$ cat config.mk
export PLATFORM = sky130hd
export DESIGN_NAME = reaction_ctrl
export DESIGN_NICKNAME = d
export VERILOG_FILES = /design/src/rtl/reaction_ctrl.sv
export SDC_FILE = /design/constraint.sdc
export NUM_CORES = 1
export LEC_CHECK = 0
export ABC_AREA = 1
export CAP_MARGIN = 40
export CORE_MARGIN = 2
export CORE_UTILIZATION = 50
export DETAILED_ROUTE_END_ITERATION = 6
export PLACE_DENSITY_LB_ADDON = 0.12
export SLEW_MARGIN = 30
export SYNTH_ARGS = -nofsm -noshare
export SYNTH_HDL_FRONTEND = slang
export SYNTH_SLANG_ARGS = --single-unit
$ cat constraint.sdc
create_clock -name clk -period 2.2 [get_ports clk]
set_input_delay 0.44 -clock clk [delete_from_list [all_inputs] [get_ports clk]]
set_output_delay 0.44 -clock clk [all_outputs]
set_load 0.05 [all_outputs]
$ cat src/rtl/reaction_ctrl.sv
// Reaction-timer trial controller.
// Loads a floored random delay into the external down counter, counts it down
// one step per millisecond, lights GO, then times the player's press in ms.
// An early press ends the trial as a foul; no press by TIMEOUT_MS ends it as a timeout.
module reaction_ctrl #(
  parameter int CLK_PER_MS   = 50000,
  parameter int MIN_DELAY_MS = 1000,
  parameter int TIMEOUT_MS   = 9999,
  parameter int RT_W         = 14
) (
  input  logic            clk,
  input  logic            reset,
  input  logic            start,
  input  logic            button,
  input  logic [11:0]     lfsr_val,
  input  logic [11:0]     cnt_val,
  output logic            lfsr_e,
  output logic            cnt_load,
  output logic [11:0]     cnt_d,
  output logic            cnt_e,
  output logic            led_go,
  output logic            busy,
  output logic [RT_W-1:0] result,
  output logic            result_valid,
  output logic            foul,
  output logic            timeout
);

  localparam int PW = (CLK_PER_MS > 2) ? $clog2(CLK_PER_MS) : 1;
  localparam logic [PW-1:0]   PRESC_LAST = PW'(CLK_PER_MS - 1);
  localparam logic [RT_W-1:0] RT_MAX     = RT_W'(TIMEOUT_MS);
  localparam logic [11:0]     DELAY_MIN  = 12'(MIN_DELAY_MS);

  typedef enum logic [2:0] {
    S_IDLE, S_ARM, S_WAIT, S_GO, S_DONE, S_FOUL
  } state_t;

  state_t          state_q, state_d;
  logic            btn_q;
  logic [PW-1:0]   prescCnt_q, prescCnt_d;
  logic [RT_W-1:0] rxnCnt_q, rxnCnt_d;
  logic [RT_W-1:0] result_q, result_d;
  logic            valid_q, valid_d;
  logic            foul_q, foul_d;
  logic            timeout_q, timeout_d;

  logic press;
  logic tick;
  logic enterWait;
  logic enterGo;

  // A press is only the rising edge, so a button already held when the trial starts is ignored.
  assign press     = button & ~btn_q;
  assign tick      = (prescCnt_q == PRESC_LAST);
  assign enterWait = (state_d == S_WAIT) && (state_q != S_WAIT);
  assign enterGo   = (state_d == S_GO) && (state_q != S_GO);

  // State register plus the button history used for edge detection.
  always_ff @(posedge clk) begin
    if (reset) begin
      state_q <= S_IDLE;
      btn_q   <= 1'b0;
    end else begin
      state_q <= state_d;
      btn_q   <= button;
    end
  end

  // Trial sequencing; press beats both the counter reaching zero and the timeout.
  always_comb begin
    state_d = state_q;
    case (state_q)
      S_IDLE, S_DONE, S_FOUL: if (start) state_d = S_ARM;
      S_ARM:                  state_d = S_WAIT;
      S_WAIT: begin
        if (press)              state_d = S_FOUL;
        else if (cnt_val == '0) state_d = S_GO;
      end
      S_GO: if (press || (rxnCnt_q == RT_MAX)) state_d = S_DONE;
      default:                state_d = S_IDLE;
    endcase
  end

  // Next values for the ms prescaler, reaction counter and the held result/flags.
  always_comb begin
    prescCnt_d = prescCnt_q + 1'b1;
    rxnCnt_d   = rxnCnt_q;
    result_d   = result_q;
    valid_d    = valid_q;
    foul_d     = foul_q;
    timeout_d  = timeout_q;

    if (enterWait || enterGo || tick) prescCnt_d = '0;

    if (enterGo)
      rxnCnt_d = '0;
    else if ((state_q == S_GO) && tick && (rxnCnt_q < RT_MAX))
      rxnCnt_d = rxnCnt_q + 1'b1;

    if (state_d == S_ARM && state_q != S_ARM) begin
      valid_d   = 1'b0;
      foul_d    = 1'b0;
      timeout_d = 1'b0;
    end else if (state_q == S_WAIT && press) begin
      foul_d = 1'b1;
    end else if (state_q == S_GO) begin
      if (press) begin
        result_d  = rxnCnt_q;
        valid_d   = 1'b1;
        timeout_d = 1'b0;
      end else if (rxnCnt_q == RT_MAX) begin
        result_d  = RT_MAX;
        valid_d   = 1'b1;
        timeout_d = 1'b1;
      end
    end
  end

  // Datapath registers; reset discards any partially measured trial.
  always_ff @(posedge clk) begin
    if (reset) begin
      prescCnt_q <= '0;
      rxnCnt_q   <= '0;
      result_q   <= '0;
      valid_q    <= 1'b0;
      foul_q     <= 1'b0;
      timeout_q  <= 1'b0;
    end else begin
      prescCnt_q <= prescCnt_d;
      rxnCnt_q   <= rxnCnt_d;
      result_q   <= result_d;
      valid_q    <= valid_d;
      foul_q     <= foul_d;
      timeout_q  <= timeout_d;
    end
  end

  // Moore output decode; the LFSR runs whenever we are waiting on the player to start.
  always_comb begin
    lfsr_e       = (state_q == S_IDLE) || (state_q == S_DONE) || (state_q == S_FOUL);
    cnt_load     = (state_q == S_ARM);
    cnt_d        = (lfsr_val < DELAY_MIN) ? DELAY_MIN : lfsr_val;
    cnt_e        = (state_q == S_WAIT) && tick && (cnt_val != '0);
    led_go       = (state_q == S_GO);
    busy         = (state_q == S_ARM) || (state_q == S_WAIT) || (state_q == S_GO);
    result       = result_q;
    result_valid = valid_q;
    foul         = foul_q;
    timeout      = timeout_q;
  end

endmodule
==> After elaboration in Yosys (flattened, before gate mapping) <==
Cells that the tools add are included.
{ "totals": {"input_bits": 28, "regBits": 51, "output_inout_bits": 34, "word_cells": 65} }
{ "classes": {"n_addsub": 2, "n_lt_le_gt_ge": 2, "reduce_logical": 25, "bitwise_logic": 4, "n_mux": 11, "n_eq_ne": 13} }
{ "ops": {"columns": ["operator", "count"], "rows": [
  ["14-bit two-way mux", 2],
  ["16-bit by 1-bit adder with 16-bit output (second input constant)", 1],
  ["16-bit == test (second input constant)", 1],
  ["14-bit by 1-bit adder with 14-bit output (second input constant)", 1],
  ["14-bit == test (second input constant)", 1],
  ["14-bit < comparator (second input constant)", 1],
  ["3-bit by 2-bit == test with 1-bit output (second input constant)", 4],
  ["12-bit zero test", 1],
  ["12-bit by 10-bit < comparator with 1-bit output (second input constant)", 1],
  ["12-bit two-way mux", 1],
  ["3-bit two-way mux", 4],
  ["3-bit case mux with 4 select lines", 1],
  ["12-bit nonzero test", 1],
  ["1-bit logical AND", 8],
  ["1-bit logical OR", 7],
  ["3-bit by 1-bit == test with 1-bit output (second input constant)", 2],
  ["3-bit == test (second input constant)", 2],
  ["3-bit by 2-bit != test with 1-bit output (second input constant)", 2],
  ["2-bit OR reduction", 3],
  ["4-bit AND reduction", 1],
  ["3-bit zero test", 1],
  ["1-bit two-way mux", 3],
  ["3-bit by 1-bit != test with 1-bit output (second input constant)", 1],
  ["1-bit NOT", 3],
  ["other kinds (4)", 4]
]} }

==> Logic depth before layout (Yosys ltp) <==
Gate-level depths: netlist (run 1).
{ "depth": {"ltp_word": 10, "mapped_depth": 13} }

==> Worst setup path after synthesis (run 1) <==
OpenSTA, ideal clock, no wires.
{ "synth_path": {"path_type": "input to output", "start": "input lfsr_val[6]", "end": "output cnt_d[0]", "stages": 6, "t_required_ns": 1.760, "setup_slack_ns": 0.137, "arrival_ns": 1.623, "path_cell_list": "inv_1 -> nor3_1 -> o2111ai_1 -> nand3_1 -> inv_1 -> nor2_1"} }
{ "synth_via": {"elab_chain_cells": 2} }
{ "synth_lines": {"columns": ["item", "line_no", "source"], "rows": [
  ["from (decl)", "15", "input logic [11:0] lfsr_val,"],
  ["12-bit by 10-bit < comparator with 1-bit output", "142", "cnt_d = (lfsr_val < DELAY_MIN) ? DELAY_MIN : lfsr_val;"],
  ["12-bit two-way mux", "142", null],
  ["to (decl)", "19", "output logic [11:0] cnt_d,"]
]} }
No other way between the ends.

==> Final worst setup path (run 1) <==
{ "layout_path": {"start": "input lfsr_val[4]", "end": "output cnt_d[6]"} }
The elaborated chain is that of the path after synthesis.

==> results of run 1 <==
==> cell usage after synthesis (all sizes together) <==
cell | number | area share (%)
o2111ai | 1 | 0.31
ha | 2 | 0.88
inv | 64 | 8.5
or2 | 3 | 0.66
nand4 | 8 | 1.8
xnor2 | 6 | 1.9
clkbuf | 3 | 0.40
nor3 | 12 | 2.3
nand3 | 21 | 4.9
xor2 | 19 | 5.9
nand3b | 2 | 0.53
a21oi | 20 | 3.5
buf | 7 | 2.3
o21ai | 16 | 2.8
nor2 | 84 | 14
a31oi | 2 | 0.44
nor3b | 1 | 0.27
nand2 | 91 | 13
and3 | 1 | 0.22
dfxtp | 51 | 36
==> logic make-up after synthesis <==
family / count (synthesis) / synth area share (%)
buf+inv: 74 / 11.2
compound gates: 39 / 7.11
fa+ha+maj: 2 / 0.883
flops: 51 / 36.0
xor+xnor: 25 / 7.73
simple gates: 223 / 37.1
==> state kept, by name, summed over array words and instances (netlist names) <==
register,flops
result_valid,1
prescCnt_q,16
result,14
foul,1
timeout,1
btn_q,1
state_q,3
rxnCnt_q,14
==> where the power goes <==
group	total [mW]	internal [mW]	switching, mW	leakage (nW)
registers	0.961	0.946	0.0151	0.413
clock network	0.587	0.286	0.300	0.0505
logic	0.487	0.192	0.295	1.07
==> layout by cell type, fill, tap and decap left out, types with 8 or more instances in the layout <==
| cell | count |
|---|---|
| xor2_1 | 19 |
| nand4_1 | 8 |
| o21ai_0 | 16 |
| nand2_1 | 84 |
| clkdlybuf4s50_1 | 41 |
| inv_1 | 57 |
| nor3_1 | 10 |
| buf_4 | 18 |
| a21oi_1 | 20 |
| nand3_1 | 15 |
| nor2_1 | 55 |
| dfxtp_1 | 49 |
| nor2_2 | 22 |
==> layout make-up <==
type	instances	area [um2]	share of cell area (%)
inverters	64	240	6.30
clock inverters	1	7.51	0.197
flip-flops and latches	51	1020	26.9
well taps	72	90.1	2.36
multi-input cells	289	1550	40.7
clock buffers	7	96.3	2.53
repair buffers	76	802	21.0
==> worst min-delay path by stage <==
| stage | from | to | slack, ps | depth (start not counted) |
|---|---|---|---|---|
| 3_3_place_gp | prescCnt_q[0]$_SDFF_PP0_ | prescCnt_q[0]$_SDFF_PP0_ | 440 | 1 |
| 6_report | prescCnt_q[0]$_SDFF_PP0_ | prescCnt_q[0]$_SDFF_PP0_ | 460 | 1 |
| 3_5_place_dp | prescCnt_q[0]$_SDFF_PP0_ | prescCnt_q[0]$_SDFF_PP0_ | 440 | 1 |
| 4_1_cts | prescCnt_q[0]$_SDFF_PP0_ | prescCnt_q[0]$_SDFF_PP0_ | 460 | 1 |
| 2_1_floorplan | prescCnt_q[0]$_SDFF_PP0_ | prescCnt_q[0]$_SDFF_PP0_ | 430 | 1 |
| 5_1_grt | result[3]$_SDFFE_PP0P_ | result[3]$_SDFFE_PP0P_ | 490 | 2 |
==> layer usage <==
| metal | vias to the layer above | routed length, um | GRT usage, % |
|---|---|---|---|
| met5 | - | 0 | 0 |
| met3 | 7 | 381 | 5.11 |
| met2 | 62 | 3330 | 41.2 |
| li1 | 1425 | - | - |
| met1 | 1211 | 3110 | 27.5 |
| met4 | 0 | 80 | 6.03 |
==> timing repair <==
action / CTS / global route
setup buffers: 5 / 0
pin swaps: 4 / 1
gates resized for setup: 24 / 8
setup endpoints to repair: 7 / 4
==> reports/qor.yml, run 1 <==
timing:
  post-route-period-util_pct: 98.9
  fin_skew_ps: 11.7
  worst_hold_slack_ps: 458
  finalCriticalPeriod_ps: 2170
  setup_viol: 0
  finalHoldViolCount: 0
  setup_tns_ps: 0
  clock.fmax_ghz: 0.460
  slew_viol_final: 0
  slew_headroom_pct: 64.8
  worst_pin_slew_ps: 526
  fin_ws_ps: 25.0
pwr:
  leakage_nw: 1.53
  peakVddDrop_v: 0.000339
  p_per_area_nw_per_um2: 534
  finalPower_mw: 2.03
clocking:
  clockRootBuffer: "clkbuf_8"
  cts_tree: "yes"
  clkSlewWorstSetupHoldPaths_ps: 90
  cts-htree-levels: 2
  clock_sinks: 51
  hold_buffers: 0
  clkLatencyLatePin_ps: 300
  tritoncts.num_buffers: 5
  clk_path_buf_depth: 2
route:
  vias_per_cell: 4.83
  avgRoutedWirePerCell_um: 12.3
  drt_iter0_drc: 108
  dr_total_vias: 2705
  remaining_drc_errors: 0
  wl_mm: 6.91
  ant_nets: 0
  drt_pass1_iterations: 4
place:
  placed_area_um2: 3580
  dp_worst_setup_slack_ps: -184
  port_buffers: 61
  place_inst: 547
  place_hpwl_mm: 5.11
  gp_routability_congestion: 0.937
synth:
  synth.distinct_cells: 29
  synth_area_per_cell_um2: 6.84
  yosysSeqAreaShare_pct: 36.0
  synthesis.nets: 444
  syn_area_um2: 2830
  ys_seq_elements: 51
  synth_warnings: 0
  syn_inst: 414
floorplan:
  core_region_area_um2: 5470
  dieArea_um2: 6280
  die_h_um: 79.3
  start_util_pct: 51.8
  rows: 27
  io_pins: 62
  die_width_um: 79.3
final_layout:
  drive_above_1_share_pct: 19.9
  area_growth_pct: 34.5
  nNetsFinal: 517
  final_cell_area_um2: 3810
  finalNonFillerCells: 560
  fillCellCount: 482
  postLayoutCoreUtil_pct: 69.6
  antenna_cells: 0
worst_setup_path:
  crit_path_end: "cnt_d[6]"
  r2r_slack_ps: 350
  reg2reg_to: "prescCnt_q[15]$_SDFF_PP0_"
  cpPeakStageDelay_ps: 450
  worstSetupStartpoint: "lfsr_val[4]"
  critPathArrivalTime_ps: 1730
  cp-start-kind: "input port"
  cpMostUsedCell: "buf_4"
  critical_path_class: "input port to output pin"
  critPathTopFamily: "buffers and inverters"
  crit_chain: "clkdlybuf4s50_1 > o2111ai_2 > nand3_2 > buf_4 > buf_4 > nand2_1 > buf_6"
  r2r_cells: 9
  cp_slowest_cell: "clkdlybuf4s50_1"
  critical_path_buf_inv_count: 4
  critPathCaptureType: "output pin"
  cp_max_fo: 3
  r2r_start: "rxnCnt_q[0]$_SDFFE_PP0P_"
  crit_cells: 7
  worstPathRequired_ps: 1760
global_routing:
  grt_pass1_wl_mm: 11.6
  grtUsageTotal_pct: 22.9
  antenna_found_initial: 0
  gr-total-overflow: 0
  grt_max_degree: 18
  first_global_vias: 2614
status:
  status: "finished clean"
min_path:
  hold_path_class: "flop to flop"
run:
  drv_cap: 0
Power figures use the tool's default switching activity.
==> inputs of run 2 (changes only) <==
Settings changed: DONT_BUFFER_PORTS from default to 1.
==> run 2 against run 1 <==
Against the previous run: fmax grew 5.1%; combinational power shrank 40%; routed wire length down 15%; clock power grew 14%; hold slack worse by 270 ps; worst setup slack gained 110 ps; largest cell class unchanged; die area unchanged.
==> reports/qor.yml, run 2 (same netlist as run 1, synthesis figures left out) <==
status:
  status: "finished clean"
final_layout:
  final_common_cell: "nand2_1"
  final_cell_area_um2: 3050
  drive_above_1_share_pct: 15.8
  largest_register: "prescCnt_q"
  antenna_cells: 0
  layout_common_cells: "84 x nand2_1, 59 x inv_1, 59 x nor2_1"
  area_growth_pct: 7.73
  largest_reg_flops: 16
  nNetsFinal: 452
clocking:
  clk_path_buf_depth: 2
  cts-htree-levels: 2
  cts_tree: "yes"
  clockRootBuffer: "clkbuf_8"
  tritoncts.num_buffers: 5
  hold_buffers: 0
  clock_sinks: 51
  clkSlewWorstSetupHoldPaths_ps: 100
  clkLatencyLatePin_ps: 300
place:
  placed_area_um2: 2930
  place_hpwl_mm: 4.44
  port_buffers: 0
  gp_routability_congestion: 0.851
floorplan:
  rows: 27
  core_region_area_um2: 5470
  die_h_um: 79.3
  dieArea_um2: 6280
  start_util_pct: 51.8
  die_width_um: 79.3
  io_pins: 62
worst_setup_path:
  worstSetupStartpoint: "prescCnt_q[8]$_SDFF_PP0_"
  cp_max_fo: 6
  crit_path_end: "cnt_e"
  reg2reg_to: "rxnCnt_q[10]$_SDFFE_PP0P_"
  critPathCaptureType: "output pin"
  r2r_slack_ps: 380
  r2r_start: "prescCnt_q[0]$_SDFF_PP0_"
  critPathArrivalTime_ps: 1630
  critical_path_class: "flop to output pin"
  worstPathRequired_ps: 1760
  cp-start-kind: "flop"
  r2r_cells: 9
global_routing:
  antenna_found_initial: 0
  first_global_vias: 2172
  gr-total-overflow: 0
  grtUsageTotal_pct: 19.4
  grt_max_degree: 17
  grt_pass1_wl_mm: 9.76
timing:
  rsz0062_at_grt: "false"
  slew_headroom_pct: 63.6
  finalHoldViolCount: 0
  clock.fmax_ghz: 0.483
  fin_skew_ps: 10.2
  worst_pin_slew_ps: 545
  finalCriticalPeriod_ps: 2070
  slew_viol_final: 0
  post-route-period-util_pct: 94.0
  setup_viol: 0
  setup_tns_ps: 0
route:
  vias_per_cell: 5.01
  wl_mm: 5.89
  drt_pass1_iterations: 4
  avgRoutedWirePerCell_um: 11.9
  remaining_drc_errors: 0
  ant_nets: 0
  dr_total_vias: 2478
  drt_iter0_drc: 106
pwr:
  p_per_area_nw_per_um2: 637
  peakVddDrop_v: 0.000340
  leakage_nw: 1.23
min_path:
  hold_path_class: "input port to flop"
run:
  drv_cap: 0
[run 2: cell types whose count changed in the layout (fill, tap and decap cells not counted), sizes merged]
cell / previous run / this run
buf: 32 / 11
clkinv: 0 / 1
clkinvlp: 1 / 0
dlygate4sd2: 3 / 0
clkdlybuf4s50: 41 / 0
bufinv: 0 / 1
clkbuf: 7 / 6
[run 2: cell type report]
| cell class | count | area, um2 |
|---|---|---|
| Clock inverter | 2 | 35.0 |
| Timing Repair Buffer | 11 | 82.6 |
| Multi-Input combinational cell | 289 | 1500 |
| Tap cell | 72 | 90.1 |
| Clock buffer | 6 | 82.6 |
| Inverter | 64 | 240 |
| Fill cell | 540 | 2420 |
| Sequential cell | 51 | 1020 |
[run 2: routing by layer]
| metal | GRT usage [%] | part of all wire (%) |
|---|---|---|
| met1 | 25.3 | 47 |
| met2 | 32.4 | 47 |
| met3 | 4.43 | 4.6 |
| met4 | 5.17 | 0.95 |
| met5 | 0 | 0 |
[run 2: worst min-delay path by stage]
| stage | from | to | slack, ps | cells past startpoint |
|---|---|---|---|---|
| floorplan | prescCnt_q[0]$_SDFF_PP0_ | prescCnt_q[0]$_SDFF_PP0_ | 430 | 1 |
| global placement | prescCnt_q[0]$_SDFF_PP0_ | prescCnt_q[0]$_SDFF_PP0_ | 440 | 1 |
| detailed placement | prescCnt_q[0]$_SDFF_PP0_ | prescCnt_q[0]$_SDFF_PP0_ | 440 | 1 |
| CTS | reset | result[0]$_SDFFE_PP0P_ | 180 | 1 |
| global route | reset | result[9]$_SDFFE_PP0P_ | 170 | 1 |
| finish | reset | result[3]$_SDFFE_PP0P_ | 190 | 1 |
[run 2: critical path: stages (launching register included)]
cell and delay [ps]:
dfxtp_2 400, nand2_2 100, nor3_1 180, nand4_1 140, nor2_2 150, and3_1 170, buf_4 190
[run 2: metrics by stage]
stage / cells / hold slack [ps] / worst slack (ps) / util, % / total power [mW]
6_report: 495 / 189 / 131 / 55.8 / 1.95
3_5_place_dp: 487 / 444 / 296 / 53.5 / 1.30
4_1_cts: 495 / 178 / 28.4 / 55.7 / 1.98
2_1_floorplan: 414 / 427 / 137 / - / 1.27
5_1_grt: 495 / 166 / 25.1 / 55.8 / 2.03
3_3_place_gp: 487 / 440 / 320 / 53.5 / 1.30
[run 2: power by group]
group | internal, mW | switching (mW)
combinational | 0.0717 | 0.222
clock | 0.368 | 0.302
sequential | 0.946 | 0.0365
total | 1.39 | 0.560
[run 2: timing repair]
item,CTS,global route
resized for setup,0,3
endpoints found under the setup margin,0,1
buffers inserted,0,0
==> inputs of run 3 (changes only) <==
Settings changed: CAP_MARGIN 40 to default, CTS_CLUSTER_DIAMETER from default to 100, SLEW_MARGIN 30 to default.
==> results of run 3 <==
Final layout, timing and power as in run 2 (identical DEF).
